$ cat src/rtl/led_pkg.sv
// led_pkg: shared types and constants for the LED key front end.
//   key_state_e   - per-key debounce FSM state
//   NUM_MODES_DEF - default number of LED modes
//   KEY_NEXT/PREV - bit positions of the NEXT and PREV keys in key_n
package led_pkg;
    localparam int NUM_MODES_DEF = 4;
    localparam int KEY_NEXT = 0;
    localparam int KEY_PREV = 1;
    typedef enum logic [2:0] {
        RELEASED,
        DEB_PRESS,
        HELD,
        LONG,
        DEB_RELEASE
    } key_state_e;
endpackage

$ cat src/rtl/key_debounce.sv
// key_debounce: synchronise, debounce and classify one active-low key.
//   clk, rst_n   - clock, async active-low reset
//   key_n_i      - raw asynchronous key level, active-low
//   short_evt_o  - one-cycle pulse when a short press is released
//   long_evt_o   - one-cycle pulse when a held press becomes long
module key_debounce
    import led_pkg::*;
#(
    parameter int DEBOUNCE_CYCLES   = 20000,
    parameter int LONG_PRESS_CYCLES = 1000000
) (
    input  logic clk,
    input  logic rst_n,
    input  logic key_n_i,
    output logic short_evt_o,
    output logic long_evt_o
);
    localparam int DW = $clog2(DEBOUNCE_CYCLES + 1);
    localparam int HW = $clog2(LONG_PRESS_CYCLES + 1);

    key_state_e    state_q, state_d;
    logic [1:0]    sync_q;
    logic [DW-1:0] db_q, db_d;
    logic [HW-1:0] hold_q, hold_d;
    logic          from_long_q, from_long_d;
    logic          short_q, short_d, long_q, long_d;
    logic          lvl, db_done, hold_done;

    assign lvl = sync_q[1];
    // The sample that triggers entry into a debounce state is the first of
    // the DEBOUNCE_CYCLES stable samples, so the counter stops two short.
    assign db_done   = db_q >= DW'(DEBOUNCE_CYCLES - 2);
    assign hold_done = hold_q >= HW'(LONG_PRESS_CYCLES - 1);
    assign short_evt_o = short_q;
    assign long_evt_o  = long_q;

    always_ff @(posedge clk or negedge rst_n) begin
        if (!rst_n) begin
            sync_q      <= 2'b11;
            state_q     <= RELEASED;
            db_q        <= '0;
            hold_q      <= '0;
            from_long_q <= 1'b0;
            short_q     <= 1'b0;
            long_q      <= 1'b0;
        end else begin
            sync_q      <= {sync_q[0], key_n_i};
            state_q     <= state_d;
            db_q        <= db_d;
            hold_q      <= hold_d;
            from_long_q <= from_long_d;
            short_q     <= short_d;
            long_q      <= long_d;
        end
    end

    always_comb begin
        state_d = state_q;
        case (state_q)
            RELEASED:    state_d = lvl ? RELEASED : DEB_PRESS;
            DEB_PRESS:   state_d = lvl ? RELEASED : (db_done ? HELD : DEB_PRESS);
            HELD:        state_d = lvl ? DEB_RELEASE : (hold_done ? LONG : HELD);
            LONG:        state_d = lvl ? DEB_RELEASE : LONG;
            DEB_RELEASE: state_d = !lvl ? (from_long_q ? LONG : HELD)
                                        : (db_done ? RELEASED : DEB_RELEASE);
            default:     state_d = RELEASED;
        endcase
    end

    always_comb begin
        db_d        = (state_d != state_q) ? '0 : (db_done ? db_q : db_q + DW'(1));
        hold_d      = (state_d == HELD && state_q != HELD) ? '0
                    : (hold_done ? hold_q : hold_q + HW'(1));
        from_long_d = (state_q == LONG) ? 1'b1 : (state_q == HELD) ? 1'b0 : from_long_q;
        short_d     = state_q == DEB_RELEASE && state_d == RELEASED && !from_long_q;
        long_d      = state_q == HELD && state_d == LONG;
    end
endmodule

$ cat src/rtl/led_key_ctrl.sv
// led_key_ctrl: turn NEXT/PREV key presses into LED mode index and enable.
//   clk, rst_n   - clock, async active-low reset
//   key_n        - raw keys, active-low; [0]=NEXT, [1]=PREV
//   mode         - current LED mode index
//   mode_changed - one-cycle pulse coincident with a new mode value
//   led_en       - LED pattern enable, toggled by a long NEXT press
//   key_evt      - one-cycle short-press pulse per key
module led_key_ctrl
    import led_pkg::*;
#(
    parameter int DEBOUNCE_CYCLES   = 20000,
    parameter int LONG_PRESS_CYCLES = 1000000,
    parameter int NUM_MODES         = NUM_MODES_DEF
) (
    input  logic                         clk,
    input  logic                         rst_n,
    input  logic [1:0]                   key_n,
    output logic [$clog2(NUM_MODES)-1:0] mode,
    output logic                         mode_changed,
    output logic                         led_en,
    output logic [1:0]                   key_evt
);
    localparam int MW = $clog2(NUM_MODES);

    logic [1:0]    short_evt, long_evt;
    logic [MW-1:0] mode_q, mode_d, mode_inc, mode_dec;
    logic          mc_q, mc_d, led_en_q, led_en_d;
    logic [1:0]    key_evt_q;

    for (genvar k = 0; k < 2; k++) begin : g_key
        key_debounce #(
            .DEBOUNCE_CYCLES  (DEBOUNCE_CYCLES),
            .LONG_PRESS_CYCLES(LONG_PRESS_CYCLES)
        ) u_key (
            .clk        (clk),
            .rst_n      (rst_n),
            .key_n_i    (key_n[k]),
            .short_evt_o(short_evt[k]),
            .long_evt_o (long_evt[k])
        );
    end

    // Opposing short steps cancel; a long PREV reset wins over any step.
    always_comb begin
        mode_inc = (mode_q == MW'(NUM_MODES - 1)) ? '0 : mode_q + MW'(1);
        mode_dec = (mode_q == '0) ? MW'(NUM_MODES - 1) : mode_q - MW'(1);
        mode_d   = long_evt[KEY_PREV] ? '0
                 : (short_evt == 2'b01 << KEY_NEXT) ? mode_inc
                 : (short_evt == 2'b01 << KEY_PREV) ? mode_dec : mode_q;
        mc_d     = mode_d != mode_q;
        led_en_d = led_en_q ^ long_evt[KEY_NEXT];
    end

    always_ff @(posedge clk or negedge rst_n) begin
        if (!rst_n) begin
            mode_q    <= '0;
            mc_q      <= 1'b0;
            led_en_q  <= 1'b1;
            key_evt_q <= 2'b00;
        end else begin
            mode_q    <= mode_d;
            mc_q      <= mc_d;
            led_en_q  <= led_en_d;
            key_evt_q <= short_evt;
        end
    end

    assign mode         = mode_q;
    assign mode_changed = mc_q;
    assign led_en       = led_en_q;
    assign key_evt      = key_evt_q;
endmodule

$ cat config.mk
export PLATFORM = sky130hd
export DESIGN_NAME = led_key_ctrl
export DESIGN_NICKNAME = d
export VERILOG_FILES = /design/src/rtl/led_pkg.sv /design/src/rtl/key_debounce.sv /design/src/rtl/led_key_ctrl.sv
export SDC_FILE = /design/constraint.sdc
export NUM_CORES = 1
export LEC_CHECK = 0
export ABC_AREA = 1
export CAP_MARGIN = 10
export CORE_ASPECT_RATIO = 0.7
export CORE_MARGIN = 10
export CORE_UTILIZATION = 55
export DETAILED_ROUTE_END_ITERATION = 8
export DONT_BUFFER_PORTS = 1
export PLACE_DENSITY = 0.75
export SETUP_SLACK_MARGIN = 0.02
export SYNTH_ARGS = -nofsm -noshare
export SYNTH_HDL_FRONTEND = slang
export SYNTH_SLANG_ARGS = --single-unit
$ cat constraint.sdc
create_clock -name clk -period 2.15 [get_ports clk]
set_clock_uncertainty 0.05 [all_clocks]
set_input_delay 0.43 -clock clk [delete_from_list [all_inputs] [get_ports clk]]
set_output_delay 0.43 -clock clk [all_outputs]
set_load 0.005 [all_outputs]
==> results of run 1 <==
==> layout by cell type, fill, tap and decap left out, drive strengths merged <==
cell type and instances:
a41oi 2, a21o 1, nor3 20, nor4 8, nand4 20, clkinv 1, a31oi 1, o211ai 1
nand3 46, clkbuf 12, ha 8, a31o 1, inv 114, clkinvlp 1, xnor2 6, dfrtp 87
xor2 27, bufinv 2, nand3b 4, o21bai 2, o31ai 1, and3 1, dfstp 5, or2 5
o22ai 1, buf 19, nor2 116, o21ai 21, a21oi 10, a2111oi 1, nand2 157
==> per-stage QoR <==
stage | hold slack (ns) | setup TNS [ns]
after floorplan | 0.0844 | 0
after global placement | 0.0877 | 0
after detailed placement | 0.0880 | 0
after CTS | -0.282 | 0
after global routing | -0.287 | -0.103
final | -0.271 | 0
==> power breakdown <==
part	internal, mW	switching (mW)	leakage (nW)
clock	1.05	0.649	0.153
combinational	0.0563	0.104	1.56
sequential	1.76	0.0306	1.23
==> how the worst max path moves through the flow <==
stage / from / to / slack (ns)
after global placement: g_key[0].u_key.db_q[0] / g_key[0].u_key.db_q[8] / 0.11
final: g_key[0].u_key.db_q[0] / g_key[0].u_key.db_q[3] / 0.13
after CTS: g_key[0].u_key.db_q[0] / g_key[0].u_key.hold_q[1] / 0.05
after floorplan: g_key[0].u_key.db_q[0] / g_key[0].u_key.db_q[7] / 0.26
after detailed placement: g_key[0].u_key.db_q[0] / g_key[0].u_key.db_q[8] / 0.03
after global routing: g_key[1].u_key.hold_q[0] / g_key[1].u_key.hold_q[7] / -0.05
==> Yosys cell counts, types with 2 or more instances <==
library cell | number | share of area
xor2_1 | 27 | 0.046
buf_4 | 2 | 0.0029
nand2_2 | 11 | 0.013
a41oi_1 | 2 | 0.0034
o21ai_0 | 21 | 0.020
ha_1 | 8 | 0.019
nand3_1 | 45 | 0.044
dfrtp_1 | 87 | 0.42
a21oi_1 | 10 | 0.0097
nand2_1 | 142 | 0.10
inv_1 | 109 | 0.079
nor4_1 | 7 | 0.0085
xnor2_1 | 6 | 0.010
nor2_4 | 3 | 0.0066
buf_6 | 2 | 0.0044
nand3b_1 | 3 | 0.0044
buf_2 | 3 | 0.0029
nor2_1 | 100 | 0.073
dfstp_2 | 5 | 0.025
inv_2 | 4 | 0.0029
nor3_1 | 20 | 0.019
nand4_1 | 20 | 0.024
or2_2 | 4 | 0.0049
nand2_4 | 3 | 0.0066
o21bai_1 | 2 | 0.0029
nor2_2 | 13 | 0.016
==> metal layers <==
layer,part of all wire,global-route usage
met5,0,0
met4,0.016,0.0454
met3,0.050,0.0423
met2,0.44,0.253
met1,0.49,0.223
==> sequential cells by signal, summed over array words and instances, names as in the netlist <==
name                     count
g_key.u_key.short_evt_o      2
mode_changed                 1
g_key.u_key.long_evt_o       2
led_en                       1
g_key.u_key.db_q            30
g_key.u_key.from_long_q      2
g_key.u_key.state_q          6
mode                         2
key_evt                      2
g_key.u_key.hold_q          40
g_key.u_key.sync_q           4
==> cell type report <==
| cell class | instances | area, µm² |
|---|---|---|
| Timing Repair Buffer | 19 | 146 |
| Clock buffer | 12 | 246 |
| Tap cell | 124 | 155 |
| Sequential cell | 92 | 2310 |
| Clock inverter | 4 | 72.6 |
| Multi-Input combinational cell | 460 | 2470 |
| Inverter | 114 | 435 |
| Fill cell | 762 | 3270 |
==> cells by family after synthesis <==
logic type,count (synthesis),synth area share
AO/OA/AOI/OAI,42,0.0478
XOR/XNOR,33,0.0561
adder cells (fa/ha/maj),8,0.0194
buffers and inverters,122,0.0966
flip-flops,92,0.448
AND/OR/NAND/NOR,376,0.332
==> what timing repair did <==
item | CTS | global route
cloned | 0 | 1
endpoints found under the hold margin | 92 | 92
pin swaps | 0 | 8
endpoints found under the setup margin | 2 | 70
resized for setup | 1 | 37
setup buffers | 0 | 9
==> results.json, run 1 <==
{
  "status": "finished with violations",
  "violations": "negative hold slack",
  "vias": 4336,
  "leakagePower_nw": 2.95,
  "relSlewSlack": 0.681,
  "cp_num_cells": 13,
  "avgSynthCellArea_um2": 7.66,
  "synthArstFlopShare": 1.00,
  "rrSetupSlack_ns": 0.13,
  "p_total_mw": 3.65,
  "final_hold_viol_count": 92,
  "critical_path.startpoint_type": "flop",
  "worst_pin_slew_ns": 0.478,
  "cp_slowest_cell": "dfrtp_1",
  "grt_pass1_vias": 4077,
  "dp_cells": 799,
  "path_class": "flop to flop",
  "layout.nets": 708,
  "cpPeakStageDelay_ns": 0.41,
  "drc_errors": 0,
  "numPortBuffers": 0,
  "ys_ff_latch": 92,
  "setup_violations": 0,
  "period_needed_ns": 2.02,
  "dpl_cell_area_mm2": 0.00532,
  "drv_cap": 0,
  "r2r_start": "g_key[0].u_key.db_q[0]",
  "cp.arrival_ns": 2.20,
  "cpMostUsedCell": "nand2_1",
  "ir_worst_vdd_uv": 498,
  "htreeDepth": 3,
  "synth.distinct_cells": 40,
  "synth_edf_count": 0,
  "area_delta_synth_final_pct": 13.2,
  "clock_latency_ns": 0.34,
  "fin_area_mm2": 0.00583,
  "syn_inst": 673,
  "io_pins": 10,
  "netlist_area_mm2": 0.00516,
  "hold_class": "primary input to async pin",
  "cp.required_ns": 2.33,
  "num_antenna_cells": 0,
  "ys.warnings.count": 0,
  "cp_top_family": "simple AND/OR/NAND/NOR gates",
  "cts_root_buffer": "clkbuf_16",
  "cts.sink_count": 92,
  "antenna_found_initial": 0,
  "post-route-period-util": 0.940,
  "start_util": 0.566,
  "coreArea_mm2": 0.00911,
  "rsz0062_at_grt": "true",
  "grt_overflow": 0,
  "crit_fanout": 5,
  "report.final.slew_viol_count": 0,
  "first_pass_iters": 5,
  "crit_chain": "inv_2, ha_1, or2_1, nand2_1, nand2_1, nand2_1, nand2_2, nand2_4, buf_4, inv_1, nor3_1, xnor2_1, nor2_1",
  "cts_made_buffers": 9,
  "cts_tree": "built",
  "dp_slack_ns": 0.0325,
  "vias_per_cell": 5.26,
  "crit_path_end_kind": "flop",
  "synthesis.nets": 685,
  "postRouteAntennaNets": 0,
  "drive_gt1_frac": 0.155,
  "path_buf_inv": 3,
  "die_area_mm2": 0.0137,
  "grtUsageTotal": 0.164,
  "grt_max_degree": 93,
  "path_clk_slew_ns": 0.06,
  "synth_top_flop_cell": "dfrtp_1",
  "finish.utilization": 0.641,
  "grt_pass1_wl_um": 18500,
  "wl_um": 10800,
  "dp_hpwl_um": 7400,
  "rows": 29,
  "drt-initial-drc-count": 348,
  "dieWidth_um": 136,
  "routedWlPerCell_um": 13.1,
  "die_h_um": 101,
  "cts_buffer_depth": 2,
  "r2r_cells": 13,
  "final_cells": 825,
  "whs_ns": -0.271,
  "max_freq_mhz": 495,
  "reg2reg_to": "g_key[0].u_key.db_q[3]",
  "setup_ws_ns": 0.128,
  "ys_seq_area_frac": 0.448,
  "power_density_mw_per_mm2": 625,
  "gp_congestion": 0.888
}
(Power assumes the default switching activity.)
==> inputs of run 2 (changes only) <==
==> constraint.sdc (replaced) <==
create_clock -name clk -period 2.5 [get_ports clk]
set_clock_uncertainty 0.05 [all_clocks]
set_input_delay 0.5 -clock clk [delete_from_list [all_inputs] [get_ports clk]]
set_output_delay 0.5 -clock clk [all_outputs]
set_load 0.005 [all_outputs]
==> run 2 against run 1 <==
Effect of this change: the run still ends with negative hold slack left; via count fell by 5.0%; setup slack better by 0.18 ns; sequential power fell by 14%; power shrank 22%; global-route usage is 1.0 points lower; critical path depth up 2; combinational power fell by 28%; non-clock buffer count shrank 15; highest routed layer unchanged.
==> results.json, run 2 (synthesis gave the netlist of run 1 again) <==
{
  "fin_area_mm2": 0.00554,
  "antenna_found_initial": 0,
  "violations": "negative hold slack",
  "leakagePower_nw": 2.86,
  "crit_path_end_kind": "flop",
  "vias": 4118,
  "clock_latency_ns": 0.33,
  "path_class": "flop to flop",
  "grt_pass1_wl_um": 17700,
  "wl_um": 9910,
  "final_common_cell": "nand2_1",
  "vias_per_cell": 5.09,
  "die_h_um": 101,
  "first_pass_iters": 4,
  "setup_ws_ns": 0.307,
  "drc_errors": 0,
  "r2r_cells": 15,
  "routedWlPerCell_um": 12.3,
  "die_area_mm2": 0.0137,
  "cts.sink_count": 92,
  "postRouteAntennaNets": 0,
  "path_clk_slew_ns": 0.06,
  "top_register": "g_key.u_key.hold_q",
  "relSlewSlack": 0.706,
  "htreeDepth": 3,
  "post-route-period-util": 0.877,
  "area_delta_synth_final_pct": 7.45,
  "gp_congestion": 0.897,
  "final_cell_mix": "nand2_1, inv_1, nor2_1, dfrtp_1, nand3_1",
  "grt_overflow": 0,
  "cp.required_ns": 2.67,
  "tns_ns": 0,
  "report.final.slew_viol_count": 0,
  "drv_cap": 0,
  "cts_root_buffer": "clkbuf_16",
  "rrSetupSlack_ns": 0.31,
  "rsz0062_at_grt": "false",
  "cp.arrival_ns": 2.36,
  "final_hold_viol_count": 87,
  "num_antenna_cells": 0,
  "reg2reg_to": "g_key[0].u_key.db_q[6]",
  "dp_hpwl_um": 7150,
  "cts_setup_buffers": 0,
  "io_pins": 10,
  "crit_fanout": 15,
  "coreArea_mm2": 0.00911,
  "whs_ns": -0.195,
  "cts_tree": "built",
  "numPortBuffers": 0,
  "dp_slack_ns": 0.153,
  "r2r_start": "g_key[0].u_key.db_q[0]",
  "grt_max_degree": 93,
  "ir_worst_vdd_uv": 353,
  "grtUsageTotal": 0.154,
  "dpl_cell_area_mm2": 0.00527,
  "largest_reg_flops": 40,
  "drt-initial-drc-count": 219,
  "power_density_mw_per_mm2": 515,
  "critical_path.startpoint_type": "flop",
  "worst_pin_slew_ns": 0.441,
  "cts_buffer_depth": 2,
  "grt_pass1_vias": 3977,
  "rows": 29,
  "layout.nets": 692,
  "max_freq_mhz": 456,
  "dieWidth_um": 136,
  "hold_class": "primary input to async pin",
  "cts_made_buffers": 9,
  "status": "finished with violations",
  "setup_violations": 0,
  "period_needed_ns": 2.19,
  "drive_gt1_frac": 0.0964,
  "top_regs": "g_key.u_key.hold_q: 40 flops, g_key.u_key.db_q: 30 flops, g_key.u_key.state_q: 6 flops",
  "start_util": 0.566
}
[run 2: cell count changes in the layout (fill, tap and decap cells not counted), sizes merged]
cell,change
buf,-15
clkinv,+3
bufinv,-2
clkinvlp,-1
nand2,-1
[run 2: layer usage]
layer,global-route usage,part of all wire
met5,0,0
met4,0.0404,0.0095
met3,0.0413,0.041
met2,0.249,0.46
met1,0.199,0.49
[run 2: metrics by stage]
stage / hold slack (ns) / utilization / power, mW / std cells
after floorplan: 0.154 / - / 1.66 / 673
after global placement: 0.158 / 0.579 / 1.67 / 793
after detailed placement: 0.158 / 0.579 / 1.68 / 793
after CTS: -0.203 / 0.607 / 2.89 / 809
after global routing: -0.215 / 0.608 / 2.98 / 809
final: -0.195 / 0.608 / 2.85 / 809
[run 2: power by group]
group | internal [mW] | switching, mW | total (mW)
logic | 0.0393 | 0.0762 | 0.116
clock network | 0.668 | 0.530 | 1.20
registers | 1.51 | 0.0249 | 1.54
total | 2.22 | 0.631 | 2.85
[run 2: how the worst max path moves through the flow]
stage	from	to
2_1_floorplan	g_key[0].u_key.db_q[0]	g_key[0].u_key.db_q[7]
3_3_place_gp	g_key[0].u_key.db_q[0]	g_key[0].u_key.db_q[8]
3_5_place_dp	g_key[0].u_key.db_q[0]	g_key[0].u_key.db_q[6]
4_1_cts	g_key[0].u_key.db_q[0]	g_key[0].u_key.db_q[6]
5_1_grt	g_key[0].u_key.db_q[0]	g_key[0].u_key.db_q[8]
6_report	g_key[0].u_key.db_q[0]	g_key[0].u_key.db_q[6]
[run 2: repair_timing]
action,CTS,global route
resized for setup,0,2
setup endpoints to repair,0,15
endpoints found under the hold margin,92,92
[run 2: layout make-up]
class | count | area [µm²]
Timing Repair Buffer | 4 | 30.0
Inverter | 114 | 430
Multi-Input combinational cell | 459 | 2360
Clock buffer | 12 | 236
Tap cell | 124 | 155
Clock inverter | 4 | 20.0
Sequential cell | 92 | 2310
Fill cell | 785 | 3570
[run 2: critical path: stages, from the launching register on]
cell and delay (ns):
dfrtp_1 0.39, inv_1 0.10, ha_1 0.20, or2_1 0.22, nand2_1 0.06, nand2_1 0.05, nand2_1 0.07, nand2_2 0.07
nand2_4 0.14, nand2_1 0.11, nand3_2 0.11, nand2_2 0.08, nand2_1 0.09, nand2_1 0.09, nand2_4 0.18, nor2_1 0.08
